$ cat src/rtl/apb_timer_pkg.sv
// Shared definitions for the APB down-counting timer: register offsets,
// CTRL bit positions and FSM state encoding.
package apb_timer_pkg;

  localparam logic [11:0] OFS_CTRL   = 12'h000;
  localparam logic [11:0] OFS_PRESC  = 12'h004;
  localparam logic [11:0] OFS_LOAD   = 12'h008;
  localparam logic [11:0] OFS_VALUE  = 12'h00C;
  localparam logic [11:0] OFS_STATUS = 12'h010;

  localparam int CTRL_EN      = 0;
  localparam int CTRL_IE      = 1;
  localparam int CTRL_ONESHOT = 2;

  typedef enum logic [0:0] {
    ST_IDLE = 1'b0,
    ST_RUN  = 1'b1
  } state_t;

  function automatic logic is_mapped(input logic [11:0] ofs);
    logic hit;
    case (ofs)
      OFS_CTRL, OFS_PRESC, OFS_LOAD, OFS_VALUE, OFS_STATUS: hit = 1'b1;
      default:                                              hit = 1'b0;
    endcase
    return hit;
  endfunction

endpackage

$ cat src/rtl/apb_timer_presc.sv
// Prescaler: produces a one-cycle tick every presc+1 cycles while running.
module apb_timer_presc #(
  parameter int PRESC_W = 16
) (
  input  logic               clk,
  input  logic               rst,
  input  logic               run,
  input  logic               clr,
  input  logic [PRESC_W-1:0] presc,
  output logic               tick
);

  logic [PRESC_W-1:0] cnt_r;

  assign tick = run & (cnt_r == presc);

  // clr has priority so a restart or PRESC write always begins a fresh period
  always_ff @(posedge clk) begin
    if (rst) begin
      cnt_r <= {PRESC_W{1'b0}};
    end else if (clr || tick) begin
      cnt_r <= {PRESC_W{1'b0}};
    end else if (run) begin
      cnt_r <= cnt_r + {{(PRESC_W-1){1'b0}}, 1'b1};
    end else begin
      cnt_r <= cnt_r;
    end
  end

endmodule

$ cat src/rtl/apb_timer.sv
// APB3 zero-wait-state timer: register file, VALUE down-counter and IDLE/RUN
// control; raises a level interrupt when the count expires.
module apb_timer
  import apb_timer_pkg::*;
#(
  parameter int WIDTH_PAD = 32,
  parameter int WIDTH_PDA = 32,
  parameter int PRESC_W   = 16
) (
  input  logic                 PCLK,
  input  logic                 PRESET,
  input  logic                 PSEL,
  input  logic                 PENABLE,
  input  logic                 PWRITE,
  input  logic [WIDTH_PAD-1:0] PADDR,
  input  logic [WIDTH_PDA-1:0] PWDATA,
  output logic [WIDTH_PDA-1:0] PRDATA,
  output logic                 PREADY,
  output logic                 PSLVERR,
  output logic                 IRQ
);

  state_t               state_r, state_next;
  logic                 en_r, ie_r, oneshot_r, pend_r;
  logic [PRESC_W-1:0]   presc_r;
  logic [WIDTH_PDA-1:0] load_r, value_r, rdata_s;
  logic [11:0]          ofs_s;
  logic setup_s, err_s, wr_s, run_s, tick_s, expire_s, start_s;
  logic ctrl_wr_s, presc_wr_s, load_wr_s, status_wr_s;
  logic unused_s;

  assign unused_s    = ^PADDR[WIDTH_PAD-1:12];
  assign ofs_s       = PADDR[11:0];
  assign setup_s     = PSEL & ~PENABLE;
  assign err_s       = (PADDR[1:0] != 2'b00) | ~is_mapped(ofs_s) | (PWRITE & (ofs_s == OFS_VALUE));
  assign wr_s        = PSEL & PENABLE & PWRITE & ~err_s;
  assign ctrl_wr_s   = wr_s & (ofs_s == OFS_CTRL);
  assign presc_wr_s  = wr_s & (ofs_s == OFS_PRESC);
  assign load_wr_s   = wr_s & (ofs_s == OFS_LOAD);
  assign status_wr_s = wr_s & (ofs_s == OFS_STATUS);
  assign start_s     = ctrl_wr_s & ~run_s & PWDATA[CTRL_EN];
  assign expire_s    = tick_s & (value_r == {WIDTH_PDA{1'b0}});
  assign PREADY      = 1'b1;
  assign IRQ         = pend_r & ie_r;

  apb_timer_presc #(.PRESC_W(PRESC_W)) u_presc (
    .clk   (PCLK),
    .rst   (PRESET),
    .run   (run_s),
    .clr   (presc_wr_s | start_s),
    .presc (presc_r),
    .tick  (tick_s)
  );

  always_ff @(posedge PCLK) begin
    if (PRESET) begin
      state_r <= ST_IDLE;
    end else begin
      state_r <= state_next;
    end
  end

  // A software EN=0 write beats a same-cycle expiry; an EN=1 write in RUN never restarts
  always_comb begin
    state_next = state_r;
    case (state_r)
      ST_IDLE: begin
        if (start_s) state_next = ST_RUN;
        else         state_next = ST_IDLE;
      end
      ST_RUN: begin
        if (ctrl_wr_s && !PWDATA[CTRL_EN])  state_next = ST_IDLE;
        else if (expire_s && oneshot_r)     state_next = ST_IDLE;
        else                                state_next = ST_RUN;
      end
      default: state_next = ST_IDLE;
    endcase
  end

  always_comb begin
    run_s = 1'b0;
    case (state_r)
      ST_RUN:  run_s = 1'b1;
      ST_IDLE: run_s = 1'b0;
      default: run_s = 1'b0;
    endcase
  end

  always_comb begin
    rdata_s = {WIDTH_PDA{1'b0}};
    case (ofs_s)
      OFS_CTRL:   rdata_s = {{(WIDTH_PDA-3){1'b0}}, oneshot_r, ie_r, en_r};
      OFS_PRESC:  rdata_s = {{(WIDTH_PDA-PRESC_W){1'b0}}, presc_r};
      OFS_LOAD:   rdata_s = load_r;
      OFS_VALUE:  rdata_s = value_r;
      OFS_STATUS: rdata_s = {{(WIDTH_PDA-1){1'b0}}, pend_r};
      default:    rdata_s = {WIDTH_PDA{1'b0}};
    endcase
  end

  always_ff @(posedge PCLK) begin
    if (PRESET) begin
      en_r      <= 1'b0;
      ie_r      <= 1'b0;
      oneshot_r <= 1'b0;
      pend_r    <= 1'b0;
      presc_r   <= {PRESC_W{1'b0}};
      load_r    <= {WIDTH_PDA{1'b0}};
      value_r   <= {WIDTH_PDA{1'b0}};
      PRDATA    <= {WIDTH_PDA{1'b0}};
      PSLVERR   <= 1'b0;
    end else begin
      en_r <= (state_next == ST_RUN);
      if (ctrl_wr_s) begin
        ie_r      <= PWDATA[CTRL_IE];
        oneshot_r <= PWDATA[CTRL_ONESHOT];
      end
      if (presc_wr_s) presc_r <= PWDATA[PRESC_W-1:0];
      if (load_wr_s)  load_r  <= PWDATA;
      // reload samples LOAD as it stands before any same-cycle LOAD write
      if (start_s) begin
        value_r <= load_r;
      end else if (tick_s) begin
        if (!expire_s)      value_r <= value_r - {{(WIDTH_PDA-1){1'b0}}, 1'b1};
        else if (oneshot_r) value_r <= {WIDTH_PDA{1'b0}};
        else                value_r <= load_r;
      end
      if (expire_s)                         pend_r <= 1'b1;
      else if (status_wr_s && PWDATA[0])    pend_r <= 1'b0;
      if (setup_s && !PWRITE) PRDATA <= err_s ? {WIDTH_PDA{1'b0}} : rdata_s;
      PSLVERR <= setup_s & err_s;
    end
  end

endmodule

$ cat config.mk
export PLATFORM = sky130hd
export DESIGN_NAME = apb_timer
export DESIGN_NICKNAME = d
export VERILOG_FILES = /design/src/rtl/apb_timer_pkg.sv /design/src/rtl/apb_timer_presc.sv /design/src/rtl/apb_timer.sv
export SDC_FILE = /design/constraint.sdc
export NUM_CORES = 1
export LEC_CHECK = 0
export CAP_MARGIN = 25
export CORE_UTILIZATION = 45
export CTS_CLUSTER_SIZE = 8
export DETAILED_ROUTE_END_ITERATION = 10
export PLACE_DENSITY = 0.71
export SETUP_SLACK_MARGIN = 0.5
export SLEW_MARGIN = 10
export SYNTH_ARGS = -nofsm -noshare
export SYNTH_HDL_FRONTEND = slang
export SYNTH_SLANG_ARGS = --single-unit
$ cat constraint.sdc
create_clock -name PCLK -period 2.9 [get_ports PCLK]
set_input_delay 0.58 -clock PCLK [delete_from_list [all_inputs] [get_ports PCLK]]
set_output_delay 0.58 -clock PCLK [all_outputs]
set_load 0.02 [all_outputs]
==> results.sh <==
export IMPL_cts_clk_slew_worst_paths_ns=0.06
export IMPL_fin_crit_sh=0.998
export IMPL_rsz0062_at_grt="yes"
export IMPL_synth_top_area_share=0.404
export IMPL_synth_top_family_by_area="simple AND/OR/NAND/NOR gates"
export IMPL_gp_congestion=0.847
export IMPL_tightestPinTransition_ns=0.915
export IMPL_h_tree_depth=4
export IMPL_initial_utilization=0.467
export IMPL_grt_pass1_vias=6485
export IMPL_crit_start="value_r[1]$_SDFFE_PP0P_"
export IMPL_yosys_top_cells_count="nand2_1 (144), dfxtp_1 (133), a21oi_1 (94)"
export IMPL_yosysMostFrequentCell="nand2_1"
export IMPL_numCtsBuffers=17
export IMPL_cpPeakStageDelay_ns=0.51
export IMPL_io_pins=104
export IMPL_end_kind="flip-flop"
export IMPL_ys_ff_latch=133
export IMPL_ys_async_sr_fraction=0
export IMPL_fillers=1177
export IMPL_dieArea_um2=15100
export IMPL_crit_path_max_fanout=18
export IMPL_endpoint="value_r[15]$_SDFFE_PP0P_"
export IMPL_synth_yosys_seq_area_share=0.404
export IMPL_dr_pass1_iters=5
export IMPL_cts_buffer_depth=2
export IMPL_die_x_um=123
export IMPL_netlist_instances=826
export IMPL_met2_usage=0.449
export IMPL_gr_total_overflow=0
export IMPL_nets=1033
export IMPL_timing_max_cap_violations=0
export IMPL_status="complete, no violations"
export IMPL_cts_tree="built"
export IMPL_reg2reg_setup_slack_ns=0.005
export IMPL_insertion_delay_ns=0.43
export IMPL_setup_violations_final=0
export IMPL_leakagePower_nw=3.51
export IMPL_met3_usage=0.0696
export IMPL_worstPathCellList="inv_2, ha_4, or4b_4, or4b_4, or3_4, nor4_4, a21oi_2, buf_12, a221oi_1, nor2_1"
export IMPL_drcViolationCount=0
export IMPL_drv_slew=0
export IMPL_synth_net_count=897
export IMPL_ys_warn_count=0
export IMPL_grt_busiest_layer="met2"
export IMPL_multi_input_area_um2=3860
export IMPL_num_antenna_cells=0
export IMPL_final_core_util=0.653
export IMPL_grt_max_degree=112
export IMPL_syn_area_um2=6590
export IMPL_crit_type="flip-flop to flip-flop"
export IMPL_rows=43
export IMPL_grt_pass1_wl_mm=33.1
export IMPL_synth_largest_area_cell="dfxtp_1"
export IMPL_syn_mean_instance_area_um2=7.97
export IMPL_drt_iter0_markers=694
export IMPL_hpwlAfterDp_mm=13.2
export IMPL_power_total_mw=4.39
export IMPL_wl_per_cell_um=18.3
export IMPL_fin_cells=1155
export IMPL_die_h_um=123
export IMPL_max_freq_mhz=345
export IMPL_r2r_start="value_r[1]$_SDFFE_PP0P_"
export IMPL_synth_xor_area_share=0.0625
export IMPL_ys_types=57
export IMPL_hold_start="PRDATA[12]$_SDFFE_PP0P_"
export IMPL_cpMaxStageDelayCell="or4b_4"
export IMPL_crit_top_cell="or4b_4"
export IMPL_p_per_area_nw_per_um2=477
export IMPL_avgViaCountPerCell=5.92
export IMPL_startpoint_type="flip-flop"
export IMPL_synth_compound_area_frac=0.205
export IMPL_synth_main_ff_cell="dfxtp_1"
export IMPL_root_buffer="clkbuf_16"
export IMPL_antenna_found_initial=0
export IMPL_synth_enable_flop_cells=0
export IMPL_min_path_type="flip-flop to flip-flop"
export IMPL_num_vias=6843
export IMPL_period_needed_ns=2.89
export IMPL_synth_simple_gate_area_share=0.234
export IMPL_area_delta_synth_final_pct=39.8
export IMPL_worstPathRequired_ns=3.21
export IMPL_synthMuxAreaShare=0.0397
export IMPL_layout_drive_gt1_share=0.202
export IMPL_fin_worst_skew_ns=0.00800
export IMPL_hold_viol=0
export IMPL_r2r_cells=10
export IMPL_slew_headroom=0.388
export IMPL_peakVddDrop_uv=438
export IMPL_coreArea_um2=14100
export IMPL_timing_hold_ws_ns=0.454
export IMPL_clock_sinks=133
export IMPL_reg2reg_to="value_r[15]$_SDFFE_PP0P_"
export IMPL_grtUsageTotal=0.283
export IMPL_grt_use_met1=0.368
export IMPL_regArea_um2=2670
export IMPL_drt_antenna_violating_nets=0
export IMPL_crit_arrival_ns=3.21
export IMPL_synth_adder_area_share=0.00380
export IMPL_wirelength_mm=21.1
export IMPL_io_buffers=82
export IMPL_synth_area_leaders="dfxtp_1 (40%), nand2_1 (8.2%), a21oi_1 (7.1%)"
export IMPL_dp_cells=1096
[cell type report]
| class | count | share of cell area |
|---|---|---|
| inverters | 20 | 0.00815 |
| well taps | 180 | 0.0245 |
| repair buffers | 177 | 0.187 |
| clock inverters | 12 | 0.0217 |
| clock buffers | 20 | 0.0496 |
| flip-flops and latches | 133 | 0.289 |
| multi-input cells | 613 | 0.420 |
[state kept, by name, indices dropped and copies added (netlist names)]
name,count
PSLVERR,1
ie_r,1
PRDATA,32
u_presc.cnt_r,16
load_r,32
en_r,1
oneshot_r,1
presc_r,16
value_r,32
pend_r,1
[worst min-delay path by stage]
stage	to	slack, ns	cells after the start
after floorplan	load_r[4]$_SDFFE_PP0P_	0.44	2
after global placement	PRDATA[6]$_SDFFE_PP0P_	0.44	2
after detailed placement	PRDATA[6]$_SDFFE_PP0P_	0.45	2
after CTS	PRDATA[6]$_SDFFE_PP0P_	0.46	2
after global routing	PRDATA[7]$_SDFFE_PP0P_	0.48	2
final	PRDATA[12]$_SDFFE_PP0P_	0.45	2
[cells in the final DEF (no fill, tap or decap), types with 8 or more instances in the layout]
cell and n:
xnor2_1 19, a22oi_1 34, dfxtp_1 131, clkdlybuf4s50_1 81
nor4_1 8, and3_1 9, clkbuf_16 19, buf_6 12
a22o_1 29, inv_1 17, nand3_1 36, mux2_2 13
xor2_1 28, nand2_1 140, nor2_1 60, buf_4 72
a21oi_1 89, nor3_1 20
[where the power goes]
group	internal [mW]	leakage [nW]	switching, mW
Sequential	1.83	1.07	0.000248
Combinational	0.0807	2.13	0.0847
Clock	1.57	0.313	0.830
Total	3.48	3.51	0.915
[cells by family (layout without fill, tap and decap cells)]
group | Yosys count | in the layout
AO/OA/AOI/OAI | 208 | 208
flip-flops | 133 | 133
AND/OR/NAND/NOR | 333 | 333
XOR/XNOR | 47 | 47
adder cells (fa/ha/maj) | 2 | 2
multiplexers | 22 | 22
buffers and inverters | 80 | 229
other | 1 | 1
[per-layer routing]
metal	routed length, µm	share of wire	up-vias
met1	9260	0.44	3310
met3	1580	0.075	38
met4	415	0.020	0
li1	-	-	3200
met5	0	0	-
met2	9860	0.47	295
[critical path: cells and delay by family, from the launching register on]
kind | cells | cell delay [ns]
AND/OR/NAND/NOR | 5 | 1.63
AO/OA/AOI/OAI | 2 | 0.46
flip-flops | 1 | 0.32
buffers and inverters | 2 | 0.24
adder cells (fa/ha/maj) | 1 | 0.13
[through the flow]
stage | worst slack, ns | instance area, µm² | TNS, ns
2_1_floorplan | -0.160 | 6710 | -2.23
3_3_place_gp | 0.0108 | 8070 | 0
3_5_place_dp | -0.0187 | 8070 | -0.0349
4_1_cts | 0.0707 | 8970 | 0
5_1_grt | -0.0689 | 9210 | -0.294
6_report | 0.00525 | 9210 | 0
[what timing repair did]
action	in CTS	in global routing
hold buffers	0	0
resized for setup	39	32
cloned	1	3
endpoints found under the setup margin	63	86
buffers inserted	15	8
pin swaps	23	21
(Power assumes the default switching activity.)
